$ cat src/rtl/period_meter_pkg.sv
// Shared types and defaults for the period meter.
package period_meter_pkg;

    localparam int CNT_W_DEF = 26;
    localparam logic [CNT_W_DEF-1:0] CNT_MAX = '1;

    typedef enum logic {
        IDLE,
        MEAS
    } state_t;

endpackage

$ cat src/rtl/sync_edge_detect.sv
// Multi-flop synchronizer with a registered previous value and rising-edge pulse.
module sync_edge_detect #(
    parameter int SYNC_STAGES = 2
) (
    input  logic clk,
    input  logic rst,
    input  logic sig_in,
    output logic rise
);

    logic [SYNC_STAGES-1:0] sync_q;
    logic                   s_sync;
    logic                   s_prev;

    assign s_sync = sync_q[SYNC_STAGES-1];
    assign rise   = s_sync & ~s_prev;

    always_ff @(posedge clk) begin
        if (!rst) begin
            sync_q <= '0;
            s_prev <= 1'b0;
        end else begin
            sync_q <= {sync_q[SYNC_STAGES-2:0], sig_in};
            s_prev <= s_sync;
        end
    end

endmodule

$ cat src/rtl/period_meter.sv
// Measures the period of a slow square wave in clk cycles; results leave
// through a single-entry valid/ready register that drops and flags overruns.
module period_meter
    import period_meter_pkg::*;
#(
    parameter int CNT_W       = CNT_W_DEF,
    parameter int SYNC_STAGES = 2
) (
    input  logic             clk,
    input  logic             rst,
    input  logic             sig_in,
    output logic             meas_valid,
    input  logic             meas_ready,
    output logic [CNT_W-1:0] period,
    output logic             overflow,
    output logic             missed,
    output logic             busy
);

    localparam logic [CNT_W-1:0] FULL = '1;

    state_t           state;
    logic [CNT_W-1:0] cnt;
    logic             sat;
    logic             rise;
    logic             done;
    logic             ovf_now;

    sync_edge_detect #(.SYNC_STAGES(SYNC_STAGES)) u_sync (
        .clk    (clk),
        .rst    (rst),
        .sig_in (sig_in),
        .rise   (rise)
    );

    assign done    = (state == MEAS) && rise;
    // A period of exactly full scale is reported as overflow too.
    assign ovf_now = sat | (cnt == FULL);

    always_ff @(posedge clk) begin
        if (!rst) begin
            state      <= IDLE;
            cnt        <= '0;
            sat        <= 1'b0;
            busy       <= 1'b0;
            meas_valid <= 1'b0;
            period     <= '0;
            overflow   <= 1'b0;
            missed     <= 1'b0;
        end else begin
            case (state)
                IDLE: begin
                    if (rise) begin
                        cnt   <= CNT_W'(1);
                        sat   <= 1'b0;
                        state <= MEAS;
                        busy  <= 1'b1;
                    end
                end
                MEAS: begin
                    if (rise) begin
                        cnt <= CNT_W'(1);
                        sat <= 1'b0;
                    end else if (cnt == FULL) begin
                        sat <= 1'b1;
                    end else begin
                        cnt <= cnt + 1'b1;
                    end
                end
                default: begin
                    state <= IDLE;
                    busy  <= 1'b0;
                end
            endcase

            // Held result is only replaced once it has been accepted.
            if (done) begin
                if (!meas_valid || meas_ready) begin
                    period     <= cnt;
                    overflow   <= ovf_now;
                    meas_valid <= 1'b1;
                    if (meas_valid) missed <= 1'b0;
                end else begin
                    missed <= 1'b1;
                end
            end else if (meas_valid && meas_ready) begin
                meas_valid <= 1'b0;
                missed     <= 1'b0;
            end
        end
    end

endmodule
$ cat config.mk
export PLATFORM = sky130hd
export DESIGN_NAME = period_meter
export DESIGN_NICKNAME = d
export VERILOG_FILES = /design/src/rtl/period_meter_pkg.sv /design/src/rtl/sync_edge_detect.sv /design/src/rtl/period_meter.sv
export SDC_FILE = /design/constraint.sdc
export NUM_CORES = 1
export LEC_CHECK = 0
export ABC_AREA = 1
export BUFFER_PORTS_ARGS = -buffer_cell sky130_fd_sc_hd__buf_2
export CORE_MARGIN = 3
export CORE_UTILIZATION = 58
export CTS_CLUSTER_SIZE = 30
export DETAILED_ROUTE_END_ITERATION = 7
export PLACE_DENSITY = 0.79
export SLEW_MARGIN = 15
export SYNTH_ARGS = -nofsm -noshare
export SYNTH_HDL_FRONTEND = slang
export SYNTH_SLANG_ARGS = --single-unit
$ cat constraint.sdc
create_clock -name clk -period 2.35 [get_ports clk]
set_clock_uncertainty 0.1 [all_clocks]
set_input_delay 0 -clock clk [delete_from_list [all_inputs] [get_ports clk]]
set_output_delay 0 -clock clk [all_outputs]
set_load 0.02 [all_outputs]
Word level (Yosys, flattened, before mapping)
Index checks and enable logic that the tools add are counted.
{"block": "totals", "regBits": 61, "input_bits": 4, "output_inout_bits": 30, "word_cells": 48}
{"block": "op_classes", "add_sub_neg": 1, "n_eq_ne": 6, "muxes": 16, "bitwise_logic": 4, "reduce_logical": 11}
{"cell": "$mux W26", "n": 3}
{"cell": "$pmux W26 S2", "n": 1}
{"cell": "$add A26 B1 Y26 const B", "n": 1}
{"cell": "$eq A26 B26 Y1 const B", "n": 1}
{"cell": "$reduce_and A2 Y1", "n": 6}
{"cell": "$mux W1", "n": 11}
{"cell": "$ne A3 B3 Y1 const B", "n": 2}
{"cell": "$ne A3 B1 Y1 const B", "n": 1}
{"cell": "$logic_and A1 B1 Y1", "n": 2}
{"cell": "$ne A2 B1 Y1 const B", "n": 1}
{"cell": "$ne A2 B2 Y1 const B", "n": 1}
{"cell": "$not A1 Y1", "n": 2}
{"cell": "$pmux W1 S2", "n": 1}
{"cell": "$reduce_bool A2 Y1", "n": 1}
{"cell": "$and A1 B1 Y1", "n": 1}
{"cell": "$logic_not A1 Y1", "n": 1}
{"cell": "$logic_or A1 B1 Y1", "n": 1}
{"cell": "$or A1 B1 Y1", "n": 1}

Logic depth before layout (Yosys ltp)
{"block": "logic_depth", "depth_word": 5, "mapped_depth": 10, "ltp_nobuf": 9}

Modules after synthesis
Synthesis repeated with hierarchy kept, for this count alone.
{"block": "hier_totals", "hier_cells": 403, "area_unflattened_um2": 2910.3}
{"module": "period_meter", "instances": 1, "cells_per_inst": 392, "area_per_inst_um2": 2817.7, "seq_area_each_um2": 1161.1}
{"module": "sync_edge_detect", "instances": 1, "cells_per_inst": 11, "area_per_inst_um2": 92.6, "seq_area_each_um2": 60.1}

Least setup slack after synthesis
OpenSTA, ideal clock, no wires.
{"block": "synth_timing", "kind": "register to register", "from": "register cnt[1]", "to": "register cnt[16]", "setup_time_ns": 0.069, "t_arrival_ns": 1.521, "path_slack_ns": 0.660, "path_stages_with_launch": 11, "path_buffers": 1, "cell_sequence": "dfxtp_1 ha_1 nand2_1 nor2_4 nand2_4 nor2_8 nand3_2 nand2_4 buf_12 nand2_1 a21oi_2"}
{"block": "synth_between", "elab_chain_cells": 4, "word_cells_on_any_way": 7, "classes_between": "1 x add/sub; 2 x eq/ne; 3 x mux; 1 x reduce/logical"}
{"element": "start: declaration", "line_no": "period_meter.sv:23", "rtl": "logic [CNT_W-1:0] cnt;"}
{"element": "start signal: assignment", "line_no": "period_meter.sv:67", "rtl": "cnt <= cnt + 1'b1;"}
{"element": "$add A26 B1 Y26", "line_no": "period_meter.sv:67"}
{"element": "$mux W26", "line_no": "period_meter.sv:64", "rtl": "end else if (cnt == FULL) begin"}
{"element": "$mux W26", "line_no": "period_meter.sv:61", "rtl": "if (rise) begin"}
{"element": "$pmux W26 S2", "line_no": "period_meter.sv:51", "rtl": "case (state)"}
Several ways; a longest one is shown, not always the timed one. The select of a mux whose other input is x is not followed.
A chain may end at the register's enable or synchronous reset.

Worst setup path after layout
{"block": "layout_timing", "from": "register cnt[1]", "to": "register cnt[20]"}
Same word-level chain as after synthesis.

==> flow_summary.json <==
{
  "drv_slew": 0,
  "vias": 2801,
  "ys_ff_latch": 61,
  "drcViolationCount": 0,
  "layout-drive-gt1-share_pct": 19.2,
  "place_hpwl_um": 5010,
  "startpoint_type": "flip-flop",
  "final_core_util_pct": 69.7,
  "worstSkewPairLatency_ns": 0.35,
  "grt_pass1_vias": 2626,
  "cts_tree": "yes",
  "status": "completed",
  "cts_made_buffers": 9,
  "area_growth_pct": 14.3,
  "core_area_mm2": 0.00482,
  "finalHoldViolCount": 0,
  "antenna_found_initial": 0,
  "min_path_type": "input pin to flip-flop",
  "p_total_mw": 2.02,
  "cp.arrival_ns": 2.19,
  "pre_cts_slack_ns": 0.112,
  "layout.nets": 464,
  "path_clk_slew_ns": 0.07,
  "cp_num_buf_inv": 1,
  "syn_area_mm2": 0.00294,
  "p_per_area_mw_per_mm2": 602,
  "cts_buffer_depth": 2,
  "worst_pin_slew_ns": 0.541,
  "crit_slowest_cell": "a21oi_2",
  "synth_nets": 428,
  "period_minus_slack_ns": 2.01,
  "viasPerCell": 5.27,
  "rows": 25,
  "whs_path_depth": 4,
  "tns_ns": 0,
  "cp_max_fo": 12,
  "drt_iter0_drc": 191,
  "vdd_drop_max_mv": 0.472,
  "cts_root_buffer": "clkbuf_8",
  "yosysSeqAreaShare_pct": 41.5,
  "die_width_um": 77.2,
  "grt_start_max_net_pins": 38,
  "gp_congestion": 0.945,
  "synth.distinct_cells": 25,
  "r2r_cells": 9,
  "max_freq_mhz": 497,
  "path_depth": 9,
  "wire_per_inst_um": 13.3,
  "netlist_instances": 423,
  "syn_area_per_cell_um2": 6.95,
  "io_buffers": 33,
  "die_area_mm2": 0.00596,
  "period_share_pct": 85.7,
  "cts_setup_buffers": 0,
  "drt-pass1-iter-count": 5,
  "clock-sinks": 61,
  "drv_cap": 0,
  "max_stage_delay_ns": 0.36,
  "grt_setup_unrepaired": "false",
  "track_usage_pct": 25.9,
  "cpMostUsedCell": "a21oi_2",
  "ys.warnings.count": 0,
  "worstSetupPathType": "flip-flop to flip-flop",
  "cp.required_ns": 2.52,
  "initial_core_util_pct": 61.0,
  "diodes": 0,
  "cts-htree-levels": 3,
  "cp_cell_sequence": "ha_1 > nand2_1 > nor2_4 > nand2_4 > nor2_8 > a21oi_2 > buf_4 > nand3_1 > a21oi_2",
  "crit_path_end_kind": "flip-flop",
  "fillCellCount": 431,
  "io_pins": 34,
  "grt_pass1_wl_um": 12200,
  "fin_ws_ns": 0.337,
  "drt-total-wl_um": 7060,
  "overflow": 0,
  "slew_headroom_pct": 63.9,
  "finalSetupViolations": 0,
  "ant_nets": 0,
  "dieHeight_um": 77.2,
  "cp_top_family": "compound AO/OA/AOI/OAI gates",
  "p_leak_nw": 1.36
}
## area by class of cell
| class | count | area [µm²] | share of cell area (%) |
|---|---|---|---|
| sequential | 61 | 1220 | 36.4 |
| inverter | 41 | 154 | 4.58 |
| multi-input combinational | 303 | 1470 | 43.7 |
| timing repair buffer | 43 | 248 | 7.37 |
| clock buffer | 12 | 155 | 4.62 |
| tap | 67 | 83.8 | 2.50 |
| clock inverter | 4 | 31.3 | 0.931 |
## stage by stage
stage	instances	cell area, µm²	hold slack [ns]
floorplan	423	2940	-0.00594
global placement	512	3140	0.0833
detailed placement	512	3140	0.0893
CTS	531	3360	0.258
global route	531	3360	0.288
finish	531	3360	0.289
## cell usage after synthesis, drive strengths merged
| cell | number | area, µm² |
|---|---|---|
| dfxtp | 61 | 1220 |
| buf | 8 | 66.3 |
| ha | 1 | 12.5 |
| nand3 | 32 | 165 |
| a21oi | 51 | 293 |
| o21ai | 34 | 170 |
| clkbuf | 10 | 37.5 |
| nand4 | 8 | 50.1 |
| nand2 | 117 | 484 |
| nor3 | 1 | 5.00 |
| nor2 | 55 | 248 |
| xor2 | 2 | 17.5 |
| inv | 41 | 154 |
| o21a | 2 | 15.0 |
## report_power, final
part / internal [mW] / switching, mW / total (mW)
clock network: 0.444 / 0.432 / 0.876
registers: 1.05 / 0.00680 / 1.05
logic: 0.0266 / 0.0662 / 0.0928
total: 1.52 / 0.505 / 2.02
## cells by family (layout without fill, tap and decap cells)
family,after synthesis,count (layout),synth area share (%)
xor+xnor,2,2,0.596
flops,61,61,41.5
fa+ha+maj,1,1,0.426
buf+inv,59,100,8.77
simple gates,213,213,32.4
compound gates,87,87,16.3
## placed cells by master, fill, tap and decap left out, types with 3 or more instances in the layout
cell type / Yosys / routed
nand2_1: 103 / 103
dfxtp_1: 61 / 61
nor2_1: 50 / 49
a21oi_1: 41 / 40
inv_1: 39 / 39
o21ai_0: 34 / 34
buf_2: 4 / 33
nand3_1: 31 / 31
nand2_2: 12 / 12
a21oi_2: 10 / 11
clkbuf_8: 0 / 11
nand4_1: 8 / 8
buf_4: 2 / 7
nor2_4: 3 / 3
clkinvlp_4: 0 / 3
dlygate4sd3_1: 0 / 3
## tightest hold or removal path: cells and delay by family
kind,cells,cell delay (ns)
buf+inv,3,0.67
simple gates,1,0.04
## sequential cells by signal (all words and copies together) (netlist names)
| signal | count |
|---|---|
| cnt | 26 |
| period | 26 |
| u_sync.sync_q | 2 |
| busy | 1 |
| meas_valid | 1 |
| missed | 1 |
| overflow | 1 |
| sat | 1 |
| state | 1 |
| u_sync.s_prev | 1 |
## worst paths after layout
kind | from | slack, ns | end
max | cnt[1]$_SDFFE_PN0P_ | 0.34 | cnt[20]$_SDFFE_PN0P_
min reg2reg | u_sync.sync_q[0]$_SDFF_PN0_ | 0.33 | u_sync.sync_q[1]$_SDFF_PN0_
min | sig_in | 0.29 | u_sync.sync_q[0]$_SDFF_PN0_
max reg2reg | cnt[1]$_SDFFE_PN0P_ | 0.34 | cnt[20]$_SDFFE_PN0P_
## routing by layer
layer	vias to the layer above	routed length, µm	track usage [%]
li1	1435	-	-
met1	1266	3130	31.6
met2	86	3460	43.0
met3	14	313	5.75
met4	0	152	12.5
met5	-	0	0
## timing repair
item,4_1_cts,5_1_grt
gates resized for setup,0,1
endpoints found under the setup margin,0,12
hold buffers,3,0
endpoints found under the hold margin,4,0
No activity file was read; power rests on OpenSTA's default activity.
